--- src/rtl/tqvp_multi_edge_counter_pkg.sv ---
// Shared constants for the multi-channel edge counter: register map,
// per-channel mode encodings, ID byte layout and the hex 7-segment table.
package tqvp_multi_edge_counter_pkg;

  localparam logic [3:0] ADDR_SNAP0_LO = 4'h0;
  localparam logic [3:0] ADDR_SNAP0_HI = 4'h1;
  localparam logic [3:0] ADDR_SNAP1_LO = 4'h2;
  localparam logic [3:0] ADDR_SNAP1_HI = 4'h3;
  localparam logic [3:0] ADDR_SNAP2_LO = 4'h4;
  localparam logic [3:0] ADDR_SNAP2_HI = 4'h5;
  localparam logic [3:0] ADDR_SNAP3_LO = 4'h6;
  localparam logic [3:0] ADDR_SNAP3_HI = 4'h7;
  localparam logic [3:0] ADDR_MODE     = 4'h8;
  localparam logic [3:0] ADDR_CMD      = 4'h9;
  localparam logic [3:0] ADDR_STATUS   = 4'hA;
  localparam logic [3:0] ADDR_CMP_LO   = 4'hB;
  localparam logic [3:0] ADDR_CMP_HI   = 4'hC;
  localparam logic [3:0] ADDR_IRQ_EN   = 4'hD;
  localparam logic [3:0] ADDR_DISP_SEL = 4'hE;
  localparam logic [3:0] ADDR_ID       = 4'hF;

  typedef enum logic [1:0] {
    MODE_OFF  = 2'd0,
    MODE_RISE = 2'd1,
    MODE_FALL = 2'd2,
    MODE_BOTH = 2'd3
  } edge_mode_e;

  // ID byte: {tag, channel count - 1, counter width - 8}
  localparam logic [1:0] ID_TAG     = 2'b01;
  localparam int         ID_CH_W    = 2;
  localparam int         ID_WIDTH_W = 4;

  // Common-cathode hex digits, bit0 = segment A; entry 15 first
  localparam logic [15:0][6:0] SEG_TABLE = {
    7'h71, 7'h79, 7'h5E, 7'h39, 7'h7C, 7'h77, 7'h6F, 7'h7F,
    7'h07, 7'h7D, 7'h6D, 7'h66, 7'h4F, 7'h5B, 7'h06, 7'h3F
  };

endpackage

--- src/rtl/tqvp_edge_channel.sv ---
// One counting channel: input synchroniser, mode-qualified edge detect,
// counter with clear priority, and single-cycle overflow/match set pulses.
module tqvp_edge_channel
  import tqvp_multi_edge_counter_pkg::*;
#(
  parameter int CNT_W       = 16,
  parameter int SYNC_STAGES = 2
) (
  input  logic             clk,
  input  logic             rst_n,
  input  logic             pin,
  input  logic [1:0]       mode,
  input  logic             clr,
  input  logic [CNT_W-1:0] cmp,
  output logic [CNT_W-1:0] cnt,
  output logic             ovf_set,
  output logic             match_set
);

  logic [SYNC_STAGES-1:0] sync_q;
  logic                   prev_q;
  logic [CNT_W-1:0]       cnt_q;
  logic [CNT_W-1:0]       cnt_inc;
  logic                   sync_last;
  logic                   rise;
  logic                   fall;
  logic                   inc;
  edge_mode_e             mode_e;

  // Synchroniser chain and previous-sample flop; reset preloads the live pin
  // level so reset release never looks like an edge.
  always_ff @(posedge clk) begin
    if (!rst_n) begin
      sync_q <= {SYNC_STAGES{pin}};
      prev_q <= pin;
    end else begin
      sync_q[0] <= pin;
      for (int i = 1; i < SYNC_STAGES; i++) sync_q[i] <= sync_q[i-1];
      prev_q <= sync_q[SYNC_STAGES-1];
    end
  end

  assign sync_last = sync_q[SYNC_STAGES-1];
  assign rise      = sync_last & ~prev_q;
  assign fall      = ~sync_last & prev_q;
  assign mode_e    = edge_mode_e'(mode);

  // Keep only the edge polarities the channel mode asks for.
  always_comb begin
    inc = 1'b0;
    case (mode_e)
      MODE_RISE: inc = rise;
      MODE_FALL: inc = fall;
      MODE_BOTH: inc = rise | fall;
      default:   inc = 1'b0;
    endcase
  end

  assign cnt_inc = cnt_q + CNT_W'(1);

  // Counter; a clear overrides a coincident increment.
  always_ff @(posedge clk) begin
    if (!rst_n)   cnt_q <= '0;
    else if (clr) cnt_q <= '0;
    else if (inc) cnt_q <= cnt_inc;
  end

  // Flags only come from real increments, never from clear or reset.
  assign ovf_set   = inc & ~clr & (cnt_q == '1);
  assign match_set = inc & ~clr & (cnt_inc == cmp);
  assign cnt       = cnt_q;

endmodule

--- src/rtl/tqvp_multi_edge_counter.sv ---
// Multi-channel edge counter peripheral: register file, snapshots, sticky
// status, registered interrupt and 7-segment display of one channel.
module tqvp_multi_edge_counter
  import tqvp_multi_edge_counter_pkg::*;
#(
  parameter int NUM_CH      = 4,
  parameter int CNT_W       = 16,
  parameter int SYNC_STAGES = 2
) (
  input  logic       clk,
  input  logic       rst_n,
  input  logic [7:0] ui_in,
  output logic [7:0] uo_out,
  input  logic [3:0] address,
  input  logic       data_write,
  input  logic [7:0] data_in,
  output logic [7:0] data_out,
  output logic       user_interrupt
);

  localparam logic [7:0] MODE_MASK = 8'((1 << (2 * NUM_CH)) - 1);
  localparam logic [3:0] CH_MASK   = 4'((1 << NUM_CH) - 1);
  localparam logic [7:0] ID_VAL    = {ID_TAG, ID_CH_W'(NUM_CH - 1), ID_WIDTH_W'(CNT_W - 8)};

  logic [CNT_W-1:0] cnt    [4];
  logic [CNT_W-1:0] snap_q [4];
  logic [3:0]       ovf_set;
  logic [3:0]       match_set;
  logic [3:0]       clr;
  logic [3:0]       cap;
  logic [7:0]       mode_q;
  logic [7:0]       status_q;
  logic [7:0]       status_nx;
  logic [7:0]       irq_en_q;
  logic [7:0]       irq_en_nx;
  logic [15:0]      cmp_q;
  logic [1:0]       disp_sel_q;
  logic [1:0]       disp_ch;
  logic [15:0]      snap_rd;
  logic             irq_q;
  logic             wr_cmd;
  logic             wr_status;
  logic             wr_irq_en;
  logic             unused_ui;

  assign wr_cmd    = data_write && (address == ADDR_CMD);
  assign wr_status = data_write && (address == ADDR_STATUS);
  assign wr_irq_en = data_write && (address == ADDR_IRQ_EN);
  assign clr       = wr_cmd ? (data_in[3:0] & CH_MASK) : 4'h0;
  assign cap       = wr_cmd ? (data_in[7:4] & CH_MASK) : 4'h0;
  assign unused_ui = ^ui_in;

  for (genvar c = 0; c < 4; c++) begin : g_ch
    if (c < NUM_CH) begin : g_on
      tqvp_edge_channel #(
        .CNT_W       (CNT_W),
        .SYNC_STAGES (SYNC_STAGES)
      ) u_ch (
        .clk       (clk),
        .rst_n     (rst_n),
        .pin       (ui_in[c]),
        .mode      (mode_q[2*c +: 2]),
        .clr       (clr[c]),
        .cmp       (cmp_q[CNT_W-1:0]),
        .cnt       (cnt[c]),
        .ovf_set   (ovf_set[c]),
        .match_set (match_set[c])
      );
    end else begin : g_off
      assign cnt[c]       = '0;
      assign ovf_set[c]   = 1'b0;
      assign match_set[c] = 1'b0;
    end
  end

  // Set pulses beat a coincident write-1-to-clear on the same bit.
  assign status_nx = (status_q & ~(wr_status ? data_in : 8'h00)) | {match_set, ovf_set};
  assign irq_en_nx = wr_irq_en ? data_in : irq_en_q;

  // Register file, snapshots and the interrupt flop (built from next-state
  // values so a clear or mask drop shows up right after the write edge).
  always_ff @(posedge clk) begin
    if (!rst_n) begin
      mode_q     <= '0;
      status_q   <= '0;
      irq_en_q   <= '0;
      cmp_q      <= '0;
      disp_sel_q <= '0;
      irq_q      <= 1'b0;
      for (int c = 0; c < 4; c++) snap_q[c] <= '0;
    end else begin
      if (data_write && address == ADDR_MODE)     mode_q        <= data_in & MODE_MASK;
      if (data_write && address == ADDR_CMP_LO)   cmp_q[7:0]    <= data_in;
      if (data_write && address == ADDR_CMP_HI)   cmp_q[15:8]   <= data_in;
      if (data_write && address == ADDR_DISP_SEL) disp_sel_q    <= data_in[1:0];
      irq_en_q <= irq_en_nx;
      status_q <= status_nx;
      irq_q    <= |(status_nx & irq_en_nx);
      for (int c = 0; c < 4; c++) begin
        if (cap[c]) snap_q[c] <= cnt[c];
      end
    end
  end

  assign snap_rd = 16'(snap_q[address[2:1]]);

  // Combinational read mux.
  always_comb begin
    data_out = 8'h00;
    case (address)
      ADDR_MODE:     data_out = mode_q;
      ADDR_CMD:      data_out = 8'h00;
      ADDR_STATUS:   data_out = status_q;
      ADDR_CMP_LO:   data_out = cmp_q[7:0];
      ADDR_CMP_HI:   data_out = cmp_q[15:8];
      ADDR_IRQ_EN:   data_out = irq_en_q;
      ADDR_DISP_SEL: data_out = {6'b0, disp_sel_q};
      ADDR_ID:       data_out = ID_VAL;
      default:       data_out = address[0] ? snap_rd[15:8] : snap_rd[7:0];
    endcase
  end

  assign disp_ch        = (32'(disp_sel_q) < NUM_CH) ? disp_sel_q : 2'd0;
  assign uo_out         = {status_q[disp_ch], SEG_TABLE[cnt[disp_ch][3:0]]};
  assign user_interrupt = irq_q;

endmodule

--- config.mk ---
export PLATFORM = sky130hd
export DESIGN_NAME = tqvp_multi_edge_counter
export DESIGN_NICKNAME = d
export VERILOG_FILES = /design/src/rtl/tqvp_multi_edge_counter_pkg.sv /design/src/rtl/tqvp_edge_channel.sv /design/src/rtl/tqvp_multi_edge_counter.sv
export SDC_FILE = /design/constraint.sdc
export NUM_CORES = 1
export LEC_CHECK = 0
export BUFFER_PORTS_ARGS = -buffer_cell sky130_fd_sc_hd__buf_2
export CORE_ASPECT_RATIO = 0.7
export CORE_MARGIN = 3
export CORE_UTILIZATION = 30
export CTS_CLUSTER_DIAMETER = 200
export CTS_CLUSTER_SIZE = 40
export DETAILED_ROUTE_END_ITERATION = 8
export PLACE_DENSITY = 0.55
export SLEW_MARGIN = 10
export SYNTH_ARGS = -nofsm -noshare
export SYNTH_HDL_FRONTEND = slang
export SYNTH_SLANG_ARGS = --single-unit
--- constraint.sdc ---
create_clock -name clk -period 7.4 [get_ports clk]
set_clock_uncertainty 0.05 [all_clocks]
set_input_delay 1.48 -clock clk [delete_from_list [all_inputs] [get_ports clk]]
set_output_delay 1.48 -clock clk [all_outputs]
set_load 0.02 [all_outputs]
==> summary.txt, run 1 <==
RUN STATUS
-------------------------------------------------------------------------------------------------
Result of the run .................................................................. complete, no violations

CLOCKING
-------------------------------------------------------------------------------------------------
Depth of the CTS H-tree ............................................................            4
TritonCTS clock tree ...............................................................         done
Max Buffers Root-to-Sink ...........................................................            2
Worst-path clk slew ................................................................      0.08 ns
Number of clock buffers inserted by TritonCTS ......................................           17
Clock Tree Root .................................................................... sky130_fd_sc_hd__clkbuf_16
Post-CTS Setup Bufs ................................................................            0
Clock latency reported for the late side of the worst-skew pair ....................      0.46 ns
Post-cts repair resize count .......................................................            0
Number of hold buffers added after CTS .............................................            0
Sinks on the clock net .............................................................          183

POWER
-------------------------------------------------------------------------------------------------
PwrDens ............................................................................   183 nW/um2
Leakage component of the power .....................................................      4.25 nW
Maximum resistive drop on vdd ......................................................       194 uV

ROUTE
-------------------------------------------------------------------------------------------------
Number of remaining DRC errors .....................................................            0
DR iter-0 viols ....................................................................          964
Vias ...............................................................................        8,732
First drt pass iteration count .....................................................            5
Routed vias/inst ...................................................................         5.32
Final WL ...........................................................................      33.9 mm
Routed len/inst ....................................................................      20.6 um
Detail Route Antenna Nets ..........................................................            0

LOGIC SYNTHESIS
-------------------------------------------------------------------------------------------------
Leading register cell type out of synthesis ........................................ sky130_fd_sc_hd__dfxtp_1
Yosys warning count ................................................................            0
Async set or reset register ratio after synthesis ..................................           0%
Dominant cell type by area after synthesis ......................................... sky130_fd_sc_hd__dfxtp_1
Sequential share of the synthesized area ...........................................        39.7%
Share of the synthesized area in the top cell type .................................        22.0%
Synthesized Nets ...................................................................        1,233
Number of distinct library cell variants in the gate-level netlist after synthesis .           73
Gate count after technology mapping ................................................        1,191
Number of enable flip-flop cells after synthesis ...................................           64
Largest cells by area after synthesis .............................................. sky130_fd_sc_hd__dfxtp_1 (22%), sky130_fd_sc_hd__edfxtp_1 (18%), sky130_fd_sc_hd__xnor2_1 (7.0%)
Number of register bits inferred by synthesis ......................................          183
Synthesized cell area ..............................................................   10,800 um2
Syn avg cell area ..................................................................     9.09 um2

DIE
-------------------------------------------------------------------------------------------------
FP Rows ............................................................................           57
Effective utilization at floorplan .................................................        30.8%
Horizontal die dimension ...........................................................       233 um
Number of placed I/O pins ..........................................................           40
Die Y ..............................................................................       165 um
Die Footprint ......................................................................   38,500 um2
Floorplan Core Area ................................................................   35,200 um2

CRITICAL PATH
-------------------------------------------------------------------------------------------------
CP startpoint kind ................................................................. primary input
Worst setup path class .............................................................       in2out
Largest fanout on the critical path ................................................           33
Nature of the critical path endpoint ............................................... primary output
Worst EP required ..................................................................      5.87 ns
CP arrival .........................................................................      3.90 ns

GLOBAL ROUTING
-------------------------------------------------------------------------------------------------
Global route overflow ..............................................................            0
Antenna violations before repair ...................................................            1
Vias in the first global route .....................................................        7,994
Maximum number of pins on one net before global-route repair .......................           47
Global-route wire length before repair .............................................      50.5 mm
Overall routing resource usage .....................................................        17.8%

TIMING
-------------------------------------------------------------------------------------------------
Finish-stage setup viols ...........................................................            0
Max Slew Vio Count .................................................................            0
Achievable Freq ....................................................................    0.184 GHz
Worst Tran Pin Value ...............................................................      1.24 ns
Setup repair after global routing missed its margin ................................        false
Aggregate negative setup slack .....................................................         0 ns
Slew HR ............................................................................        16.9%
Final Cycle Share ..................................................................        73.3%
Post-route minimum period ..........................................................      5.43 ns
Final hold violation count .........................................................            0

MIN PATH
-------------------------------------------------------------------------------------------------
Hold/Removal Path Class ............................................................      reg2reg

PLACED DESIGN
-------------------------------------------------------------------------------------------------
Half-perimeter wire length after placement .........................................      24.5 mm
Input/output buffers ...............................................................           35
Placed Instances ...................................................................        1,610
Placed cell areas ..................................................................   11,200 um2
RePlAce Congestion .................................................................        0.911

FINAL LAYOUT
-------------------------------------------------------------------------------------------------
Final-stage net count ..............................................................        1,199
Layout Utilization .................................................................        33.7%
Fraction of final layout cells sized beyond drive strength 1 .......................        10.0%
Count of inserted antenna diode cells ..............................................            0
Final design area excluding fillers ................................................   11,900 um2
Cell Count, Final, Fillers Out .....................................................        1,642
Area growth from synthesis to layout ...............................................        9.50%

FLOW RUN
-------------------------------------------------------------------------------------------------
Total of max-cap violations ........................................................            0

-- critical path, cell delays in order --
cell,delay (ns)
sky130_fd_sc_hd__buf_2,0.56
sky130_fd_sc_hd__nand2b_1,0.42
sky130_fd_sc_hd__nor2_1,0.62
sky130_fd_sc_hd__a22oi_1,0.18
sky130_fd_sc_hd__o21ai_0,0.14
sky130_fd_sc_hd__o21ai_0,0.16
sky130_fd_sc_hd__o21ai_0,0.13
sky130_fd_sc_hd__buf_2,0.19
-- final timing paths --
kind / slack (ns) / endpoint / startpoint / depth (start not counted)
worst max-delay path: 1.97 / data_out[6] / address[2] / 8
worst min-delay path: 0.38 / g_ch[1].g_on.u_ch.sync_q[1] / g_ch[1].g_on.u_ch.sync_q[0] / 2
worst max register to register: 3.88 / user_interrupt / g_ch[2].g_on.u_ch.cnt[0] / 9
worst min register to register: 0.38 / g_ch[1].g_on.u_ch.sync_q[1] / g_ch[1].g_on.u_ch.sync_q[0] / 2
-- metrics by stage --
stage | total power, W | setup WS, ns | hold slack (ns)
finish | 0.00218 | 1.97 | 0.383
CTS | 0.00219 | 2.04 | 0.381
floorplan | 0.00117 | 2.16 | 0.353
global route | 0.00224 | 1.66 | 0.411
global placement | 0.00122 | 2.03 | 0.359
detailed placement | 0.00122 | 2.06 | 0.363
-- synth_stat cells, types with 4 or more instances --
cell,n
sky130_fd_sc_hd__a211o_1,5
sky130_fd_sc_hd__a211oi_1,10
sky130_fd_sc_hd__a21o_1,4
sky130_fd_sc_hd__a21oi_1,47
sky130_fd_sc_hd__a221oi_1,4
sky130_fd_sc_hd__a22oi_1,6
sky130_fd_sc_hd__a41oi_1,4
sky130_fd_sc_hd__and2_1,72
sky130_fd_sc_hd__and3_1,19
sky130_fd_sc_hd__and4_1,4
sky130_fd_sc_hd__buf_1,6
sky130_fd_sc_hd__buf_6,7
sky130_fd_sc_hd__clkbuf_1,77
sky130_fd_sc_hd__dfxtp_1,119
sky130_fd_sc_hd__edfxtp_1,64
sky130_fd_sc_hd__ha_1,19
sky130_fd_sc_hd__inv_1,23
sky130_fd_sc_hd__mux2_2,7
sky130_fd_sc_hd__mux2i_1,28
sky130_fd_sc_hd__mux4_2,22
sky130_fd_sc_hd__nand2_1,111
sky130_fd_sc_hd__nand2b_1,9
sky130_fd_sc_hd__nand3_1,42
sky130_fd_sc_hd__nand3b_1,5
sky130_fd_sc_hd__nand4_1,20
sky130_fd_sc_hd__nor2_1,122
sky130_fd_sc_hd__nor2b_1,19
sky130_fd_sc_hd__nor3_1,22
sky130_fd_sc_hd__nor3b_1,6
sky130_fd_sc_hd__nor4_1,14
sky130_fd_sc_hd__o211ai_1,8
sky130_fd_sc_hd__o21a_1,6
sky130_fd_sc_hd__o21ai_0,47
sky130_fd_sc_hd__or2_2,6
sky130_fd_sc_hd__or3_1,11
sky130_fd_sc_hd__xnor2_1,87
sky130_fd_sc_hd__xor2_1,54
-- flip-flops by register name (all words and copies together) (netlist names) --
signal / count
g_ch.g_on.u_ch.sync_q: 8
irq_en_q: 8
disp_ch: 2
cmp_q: 16
status_q: 8
g_ch.g_on.u_ch.cnt: 64
snap_q: 64
mode_q: 8
g_ch.g_on.u_ch.prev_q: 4
user_interrupt: 1
-- report_power, final --
group / switching (W) / leakage (nW) / internal (W)
combinational: 0.0000813 / 2.32 / 0.0000427
sequential: 0.0000190 / 1.63 / 0.00106
clock: 0.000426 / 0.308 / 0.000548
-- area by class of cell --
cell class | count | area, um2
Inverter | 23 | 86.3
Multi-Input combinational cell | 891 | 6030
Clock buffer | 23 | 532
Timing Repair Buffer | 41 | 220
Clock inverter | 9 | 95.1
Fill cell | 3637 | 23300
Tap cell | 472 | 591
Sequential cell | 183 | 4300
-- placed cells by master (no fill, tap or decap), types with 42 or more instances in the layout --
cell type and instances:
sky130_fd_sc_hd__and2_1 72, sky130_fd_sc_hd__nand3_1 42, sky130_fd_sc_hd__o21ai_0 47, sky130_fd_sc_hd__xor2_1 54
sky130_fd_sc_hd__xnor2_1 87, sky130_fd_sc_hd__a21oi_1 47, sky130_fd_sc_hd__nand2_1 111, sky130_fd_sc_hd__nor2_1 122
sky130_fd_sc_hd__edfxtp_1 64, sky130_fd_sc_hd__dfxtp_1 119
-- per-layer routing --
metal  vias up  wire length [um]  global-route usage (%)
met5         -                 0                       0
met4         0               512                    3.91
met3        45              3910                    6.72
met2       391             13200                    23.5
met1      4198             16300                    26.8
li1       4098                 -                       -
-- cell families (layout without fill, tap and decap cells) --
group	after synthesis	after routing	synth area share, %
AND/OR/NAND/NOR	496	496	23.3
XOR/XNOR	141	141	11.4
multiplexers	57	57	7.89
adder cells (fa/ha/maj)	19	19	2.20
flip-flops	183	183	39.7
buffers and inverters	117	96	4.66
AO/OA/AOI/OAI	178	178	10.8
No activity file was read; power rests on OpenSTA's default activity.
==> inputs of run 2 (changes only) <==
==> constraint.sdc (replaced) <==
create_clock -name clk -period 5.4 [get_ports clk]
set_clock_uncertainty 0.05 [all_clocks]
set_input_delay 1.08 -clock clk [delete_from_list [all_inputs] [get_ports clk]]
set_output_delay 1.08 -clock clk [all_outputs]
set_load 0.02 [all_outputs]
==> run 2 against run 1 <==
Worst hold slack worse by 0.0022 ns. Worst setup slack worse by 0.86 ns. Register-to-register slack worse by 2.0 ns. Via count up 0.26%. Critical path depth unchanged. Largest cell class unchanged. Die area unchanged. Largest power group unchanged.
==> summary.txt, run 2 (synthesis results as in run 1) <==
RUN STATUS
------------------------------------------------------------------------------
Result of the run ............................................... complete, no violations

FINAL LAYOUT
------------------------------------------------------------------------------
Layout fillers ..................................................        3,638   +0.027%
Area growth from synthesis to layout ............................        9.07%
Cell Count, Final, Fillers Out ..................................        1,645   +0.18%
Fraction of final layout cells sized beyond drive strength 1 ....        10.3%   +0.32 points
Final-stage net count ...........................................        1,202   +0.25%
Leading cell types in the layout, fill and taps excluded ........ sky130_fd_sc_hd__nor2_1 (122), sky130_fd_sc_hd__dfxtp_1 (119), sky130_fd_sc_hd__nand2_1 (111)
Count of inserted antenna diode cells ...........................            0   unchanged
Leading cell type in the layout, fill and taps excluded ......... sky130_fd_sc_hd__nor2_1

ROUTE
------------------------------------------------------------------------------
Routed len/inst .................................................      20.7 um   +0.30%
Routed vias/inst ................................................         5.32   about the same
First drt pass iteration count ..................................            6   +1
DR iter-0 viols .................................................          968   +0.41%
Detail Route Antenna Nets .......................................            0   unchanged
Number of remaining DRC errors ..................................            0   unchanged
Final WL ........................................................      34.0 mm   +0.48%
Vias ............................................................        8,755   +0.26%

GLOBAL ROUTING
------------------------------------------------------------------------------
Antenna violations before repair ................................            0   -1
Global route overflow ...........................................            0   unchanged
Vias in the first global route ..................................        7,835   -2.0%
Global-route wire length before repair ..........................      50.4 mm   -0.21%
Maximum number of pins on one net before global-route repair ....           47   unchanged
Overall routing resource usage ..................................        17.8%   +0.041 points

TIMING
------------------------------------------------------------------------------
Achievable Freq .................................................    0.233 GHz
Max Slew Vio Count ..............................................            0   unchanged
Finish-stage setup viols ........................................            0   unchanged
Post-route minimum period .......................................      4.28 ns
Aggregate negative setup slack ..................................         0 ns   unchanged
Setup repair after global routing missed its margin .............        false
Worst Tran Pin Value ............................................      1.05 ns   -0.189 ns
Slew HR .........................................................        29.6%   +13 points
Final hold violation count ......................................            0   unchanged
Final Cycle Share ...............................................        79.3%

POWER
------------------------------------------------------------------------------
Seq pwr share ...................................................        51.2%   +1.7 points
Maximum resistive drop on vdd ...................................       237 uV   +23%
Power spent charging and discharging nets .......................   0.000752 W   +43%
PwrDens .........................................................   244 nW/um2   +33%
Leakage component of the power ..................................      4.24 nW   -0.37%
Clock group share of total power ................................        42.8%   -2.0 points
Proportion of total power due to net switching ..................        26.0%   +1.9 points
Part of the total power dissipated in combinational logic .......         6.0%   +0.3 points
Internal ........................................................    0.00214 W   +29%

CRITICAL PATH
------------------------------------------------------------------------------
Worst EP required ...............................................      4.27 ns   -1.60 ns
CP arrival ......................................................      3.15 ns   -0.75 ns
Reg2Reg Setup Slack .............................................      1.92 ns   -1.96 ns
Nature of the critical path endpoint ............................ primary output
Reg2reg end ..................................................... user_interrupt
CP startpoint kind .............................................. primary input
Length in cells of the worst reg-to-reg path ....................            9   unchanged
Worst setup path class ..........................................       in2out
Crit Reg-Reg Startpoint ......................................... g_ch[2].g_on.u_ch.cnt[1]
Largest fanout on the critical path .............................           17   -48%

CLOCKING
------------------------------------------------------------------------------
Post-CTS Setup Bufs .............................................            0   unchanged
Worst-path clk slew .............................................      0.07 ns   about the same
Number of clock buffers inserted by TritonCTS ...................           17   unchanged
Clock latency reported for the late side of the worst-skew pair .      0.46 ns   about the same
Post-cts repair resize count ....................................            0   unchanged
Sinks on the clock net ..........................................          183   unchanged
Number of hold buffers added after CTS ..........................            0   unchanged
TritonCTS clock tree ............................................         done
Clock Tree Root ................................................. sky130_fd_sc_hd__clkbuf_16
Max Buffers Root-to-Sink ........................................            2   unchanged
Depth of the CTS H-tree .........................................            4   unchanged

MIN PATH
------------------------------------------------------------------------------
Hold/Removal Path Class .........................................      reg2reg
Hold path cells .................................................            2   unchanged
Endpoint with the worst hold slack .............................. g_ch[1].g_on.u_ch.sync_q[1]
Worst hold start ................................................ g_ch[1].g_on.u_ch.sync_q[0]

DIE
------------------------------------------------------------------------------
Effective utilization at floorplan ..............................        30.8%   unchanged
Number of placed I/O pins .......................................           40   unchanged
Die Footprint ...................................................   38,500 um2   unchanged
Horizontal die dimension ........................................       233 um   unchanged
Die Y ...........................................................       165 um   unchanged
FP Rows .........................................................           57   unchanged
Floorplan Core Area .............................................   35,200 um2   unchanged

FLOW RUN
------------------------------------------------------------------------------
Total of max-cap violations .....................................            0   unchanged

PLACED DESIGN
------------------------------------------------------------------------------
Input/output buffers ............................................           35   unchanged
Placed Instances ................................................        1,613   +0.19%
Half-perimeter wire length after placement ......................      24.8 mm   +1.2%
RePlAce Congestion ..............................................        0.912   about the same

[run 2: worst max-delay path by stage]
stage / startpoint / to / slack, ns
after global placement: address[1] / data_out[6] / 1.18
after CTS: address[1] / data_out[6] / 1.15
after floorplan: address[1] / data_out[3] / 0.96
after detailed placement: address[1] / data_out[6] / 1.15
final: address[1] / data_out[6] / 1.12
after global routing: address[1] / data_out[6] / 0.95
[run 2: critical path, stage by stage]
cell and delay, ns:
sky130_fd_sc_hd__buf_2 0.42, sky130_fd_sc_hd__nand2b_1 0.42, sky130_fd_sc_hd__nor2_1 0.25, sky130_fd_sc_hd__a22oi_1 0.22, sky130_fd_sc_hd__o21ai_0 0.11, sky130_fd_sc_hd__o21ai_0 0.30, sky130_fd_sc_hd__o21ai_0 0.17, sky130_fd_sc_hd__buf_2 0.19
[run 2: per-layer routing]
layer	global-route usage, %	wire length, um	up-vias
li1	-	-	4100
met1	28.0	16700	4266
met2	23.4	13300	355
met3	4.88	3490	34
met4	4.45	514	0
met5	0	0	-
[run 2: power groups by stage]
stage	combinational [W]	clock, W	sequential, W
2_1_floorplan	0.000121	0	0.00149
3_3_place_gp	0.000169	0	0.00151
3_5_place_dp	0.000171	0	0.00151
4_1_cts	0.000171	0.00125	0.00148
5_1_grt	0.000187	0.00131	0.00148
6_report	0.000172	0.00124	0.00148
[run 2: area by class of cell]
cell class	instances	area (um2)	area share [%]
Clock inverter	15	133	1.12
Multi-Input combinational cell	891	6030	51.1
Sequential cell	183	4300	36.4
Inverter	23	86.3	0.731
Tap cell	472	591	5.00
Timing Repair Buffer	44	243	2.05
Clock buffer	17	425	3.60
[run 2: stage by stage]
stage	total power, W	utilization (%)	setup WS (ns)	instance area (um2)	hold WS (ns)
6_report	0.00289	33.6	1.12	11800	0.380
5_1_grt	0.00297	33.6	0.953	11800	0.397
3_5_place_dp	0.00168	32.0	1.15	11300	0.366
3_3_place_gp	0.00168	32.0	1.18	11300	0.356
4_1_cts	0.00290	33.6	1.15	11800	0.384
2_1_floorplan	0.00161	-	0.960	10800	0.353
==> inputs of run 3 (changes only) <==
--- a/config.mk
+++ b/config.mk
@@ -12,7 +12,7 @@
 export CTS_CLUSTER_DIAMETER = 200
 export CTS_CLUSTER_SIZE = 40
 export DETAILED_ROUTE_END_ITERATION = 8
-export PLACE_DENSITY = 0.55
+export PLACE_DENSITY = 0.56
 export SLEW_MARGIN = 10
 export SYNTH_ARGS = -nofsm -noshare
 export SYNTH_HDL_FRONTEND = slang
==> constraint.sdc (replaced) <==
create_clock -name clk -period 3.6 [get_ports clk]
set_clock_uncertainty 0.05 [all_clocks]
set_input_delay 0.72 -clock clk [delete_from_list [all_inputs] [get_ports clk]]
set_output_delay 0.72 -clock clk [all_outputs]
set_load 0.02 [all_outputs]
==> run 3 against run 2 <==
Non-clock buffer count up 40. Flip-flop and latch count unchanged. Largest cell class unchanged. Sequential power up 49%. First-iteration DRC count up 8.7%. Critical path type is now reg2out. Global-route usage up 0.77 points. Total power up 52%. Register-to-register slack worse by 1.4 ns. Largest power group unchanged. Combinational power up 66%. Highest routed layer unchanged. Cell area up 3.1%. Wire length up 3.7%.
==> summary.txt, run 3 (synthesis results as in run 1) <==
CLOCKING
------------------------------------------------------------------------------
Max Buffers Root-to-Sink ........................................            2   unchanged
Sinks on the clock net ..........................................          183   unchanged
Clock latency reported for the late side of the worst-skew pair .      0.45 ns   about the same
Number of clock buffers inserted by TritonCTS ...................           17   unchanged
Depth of the CTS H-tree .........................................            4   unchanged
TritonCTS clock tree ............................................         done
Post-CTS Setup Bufs .............................................            0   unchanged
Clock Tree Root ................................................. sky130_fd_sc_hd__clkbuf_16
Worst-path clk slew .............................................      0.08 ns   about the same
Number of hold buffers added after CTS ..........................            0   unchanged
Post-cts repair resize count ....................................            0   unchanged

CRITICAL PATH
------------------------------------------------------------------------------
Largest fanout on the critical path .............................            7   -10
CP startpoint kind ..............................................         flop
Worst setup path class ..........................................      reg2out
Worst Setup EP ..................................................    uo_out[3]
Worst EP required ...............................................      2.83 ns   -1.44 ns
Reg2Reg Setup Slack .............................................      0.53 ns   -1.39 ns
Reg2reg end ..................................................... user_interrupt
Worst-path cell with the longest stage delay .................... sky130_fd_sc_hd__mux4_2
Crit Reg-Reg Startpoint ......................................... g_ch[1].g_on.u_ch.cnt[1]
Critical path's most frequent cell .............................. sky130_fd_sc_hd__inv_1
CP arrival ......................................................      2.62 ns   -0.53 ns
Launch point of the critical path ...............................   disp_ch[0]
Nature of the critical path endpoint ............................ primary output
Largest incremental delay on the critical path ..................      0.62 ns   +0.20 ns
Length in cells of the worst reg-to-reg path ....................            9   unchanged
Critical path, cell by cell ..................................... mux4_2 > inv_1 > ha_1 > inv_1 > mux4_2 > inv_1 > buf_2

DIE
------------------------------------------------------------------------------
Effective utilization at floorplan ..............................        30.8%   unchanged
Number of placed I/O pins .......................................           40   unchanged
Horizontal die dimension ........................................       233 um   unchanged
Floorplan Core Area .............................................   35,200 um2   unchanged
Die Y ...........................................................       165 um   unchanged
Die Footprint ...................................................   38,500 um2   unchanged
FP Rows .........................................................           57   unchanged

TIMING
------------------------------------------------------------------------------
Aggregate negative setup slack ..................................         0 ns   unchanged
Worst Tran Pin Value ............................................      1.08 ns   +0.0326 ns
Post-route minimum period .......................................      3.39 ns
Final hold violation count ......................................            0   unchanged
Setup repair after global routing missed its margin .............        false
Finish-stage setup viols ........................................            0   unchanged
Achievable Freq .................................................    0.295 GHz
Max Slew Vio Count ..............................................            0   unchanged
Final Cycle Share ...............................................        94.2%
Slew HR .........................................................        27.4%   -2.2 points

POWER
------------------------------------------------------------------------------
Seq pwr share ...................................................        50.4%   -0.8 points
Leakage component of the power ..................................      4.47 nW   +5.4%
Proportion of total power due to net switching ..................        26.2%   +0.16 points
PwrDens .........................................................   360 nW/um2   +47%
Clock group share of total power ................................        43.1%   +0.3 points
Internal ........................................................    0.00324 W   +52%
Part of the total power dissipated in combinational logic .......         6.5%   +0.5 points
Maximum resistive drop on vdd ...................................       317 uV   +34%
Power spent charging and discharging nets .......................    0.00115 W   +53%

ROUTE
------------------------------------------------------------------------------
Final WL ........................................................      35.3 mm   +3.7%
Number of remaining DRC errors ..................................            0   unchanged
First drt pass iteration count ..................................            5   -1
Routed len/inst .................................................      20.9 um   +1.2%
DR iter-0 viols .................................................        1,052   +8.7%
Vias ............................................................        8,991   +2.7%
Routed vias/inst ................................................         5.34   +0.26%
Detail Route Antenna Nets .......................................            0   unchanged

FLOW RUN
------------------------------------------------------------------------------
Total of max-cap violations .....................................            0   unchanged

GLOBAL ROUTING
------------------------------------------------------------------------------
Antenna violations before repair ................................            0   unchanged
Overall routing resource usage ..................................        18.6%   +0.77 points
Vias in the first global route ..................................        8,201   +4.7%
Global route overflow ...........................................            0   unchanged
Maximum number of pins on one net before global-route repair ....           47   unchanged
Global-route wire length before repair ..........................      52.7 mm   +4.5%

MIN PATH
------------------------------------------------------------------------------
Hold/Removal Path Class .........................................       in2reg

FINAL LAYOUT
------------------------------------------------------------------------------
Layout Utilization ..............................................        34.7%   +1.1 points
Final-stage net count ...........................................        1,242   +3.3%
Fraction of final layout cells sized beyond drive strength 1 ....        13.3%   +3.0 points
Leading cell type in the layout, fill and taps excluded ......... sky130_fd_sc_hd__nor2_1
Leading cell types in the layout, fill and taps excluded ........ sky130_fd_sc_hd__nor2_1 (122), sky130_fd_sc_hd__dfxtp_1 (119), sky130_fd_sc_hd__nand2_1 (111)
Count of inserted antenna diode cells ...........................            0   unchanged
Area growth from synthesis to layout ............................        12.5%

PLACED DESIGN
------------------------------------------------------------------------------
RePlAce Congestion ..............................................        0.891   -2.2%
Half-perimeter wire length after placement ......................      26.3 mm   +6.2%
Input/output buffers ............................................           35   unchanged

RUN STATUS
------------------------------------------------------------------------------
Result of the run ............................................... complete, no violations

## run 3: changes by cell type in the layout (fill, tap and decap cells not counted), sizes merged
cell,delta
clkinvlp,-1
clkbuf,+1
bufinv,-1
inv,-1
clkinv,+2
buf,+40
## run 3: how the worst min path moves through the flow
stage	startpoint	end	cells after the start
5_1_grt	ui_in[3]	g_ch[3].g_on.u_ch.sync_q[0]	1
3_3_place_gp	g_ch[2].g_on.u_ch.sync_q[0]	g_ch[2].g_on.u_ch.sync_q[1]	2
2_1_floorplan	g_ch[0].g_on.u_ch.sync_q[0]	g_ch[0].g_on.u_ch.sync_q[1]	2
4_1_cts	ui_in[3]	g_ch[3].g_on.u_ch.sync_q[0]	1
6_report	ui_in[3]	g_ch[3].g_on.u_ch.sync_q[0]	1
3_5_place_dp	g_ch[0].g_on.u_ch.sync_q[0]	g_ch[0].g_on.u_ch.sync_q[1]	2
## run 3: final cells by class
type / instances / area [um2]
Clock buffer: 18 / 450
Clock inverter: 14 / 129
Fill cell: 3567 / 23000
Inverter: 23 / 86.3
Multi-Input combinational cell: 891 / 6030
Sequential cell: 183 / 4300
Tap cell: 472 / 591
Timing Repair Buffer: 84 / 593
## run 3: metal layers
metal,vias up,wire length [um],track usage [%]
li1,4182,-,-
met1,4353,16500,28.0
met2,407,13600,24.0
met3,49,4490,7.14
met4,0,678,5.06
met5,-,0,0
## run 3: metrics by stage
| stage | hold slack [ns] | setup WS [ns] | cells | instance area (um2) | total power, W |
|---|---|---|---|---|---|
| floorplan | 0.353 | 0.124 | 1191 | 10800 | 0.00241 |
| global placement | 0.360 | 0.315 | 1653 | 11600 | 0.00254 |
| detailed placement | 0.365 | 0.319 | 1653 | 11600 | 0.00254 |
| CTS | 0.311 | 0.186 | 1685 | 12200 | 0.00442 |
| global route | 0.314 | 0.0538 | 1685 | 12200 | 0.00453 |
| finish | 0.331 | 0.208 | 1685 | 12200 | 0.00439 |
## run 3: power groups by stage
| stage | Sequential [W] | Combinational (W) | Clock (W) |
|---|---|---|---|
| 3_3_place_gp | 0.00226 | 0.000279 | 0 |
| 6_report | 0.00221 | 0.000286 | 0.00189 |
| 5_1_grt | 0.00222 | 0.000307 | 0.00201 |
| 3_5_place_dp | 0.00226 | 0.000282 | 0 |
| 2_1_floorplan | 0.00223 | 0.000182 | 0 |
| 4_1_cts | 0.00221 | 0.000284 | 0.00192 |
## run 3: worst max-delay path, delay by kind of cell, from the launching register on
kind                       cells  cell delay, ns
muxes                          2            1.06
DFF                            1            0.53
buffers and inverters          4            0.45
adders and majority gates      1            0.14
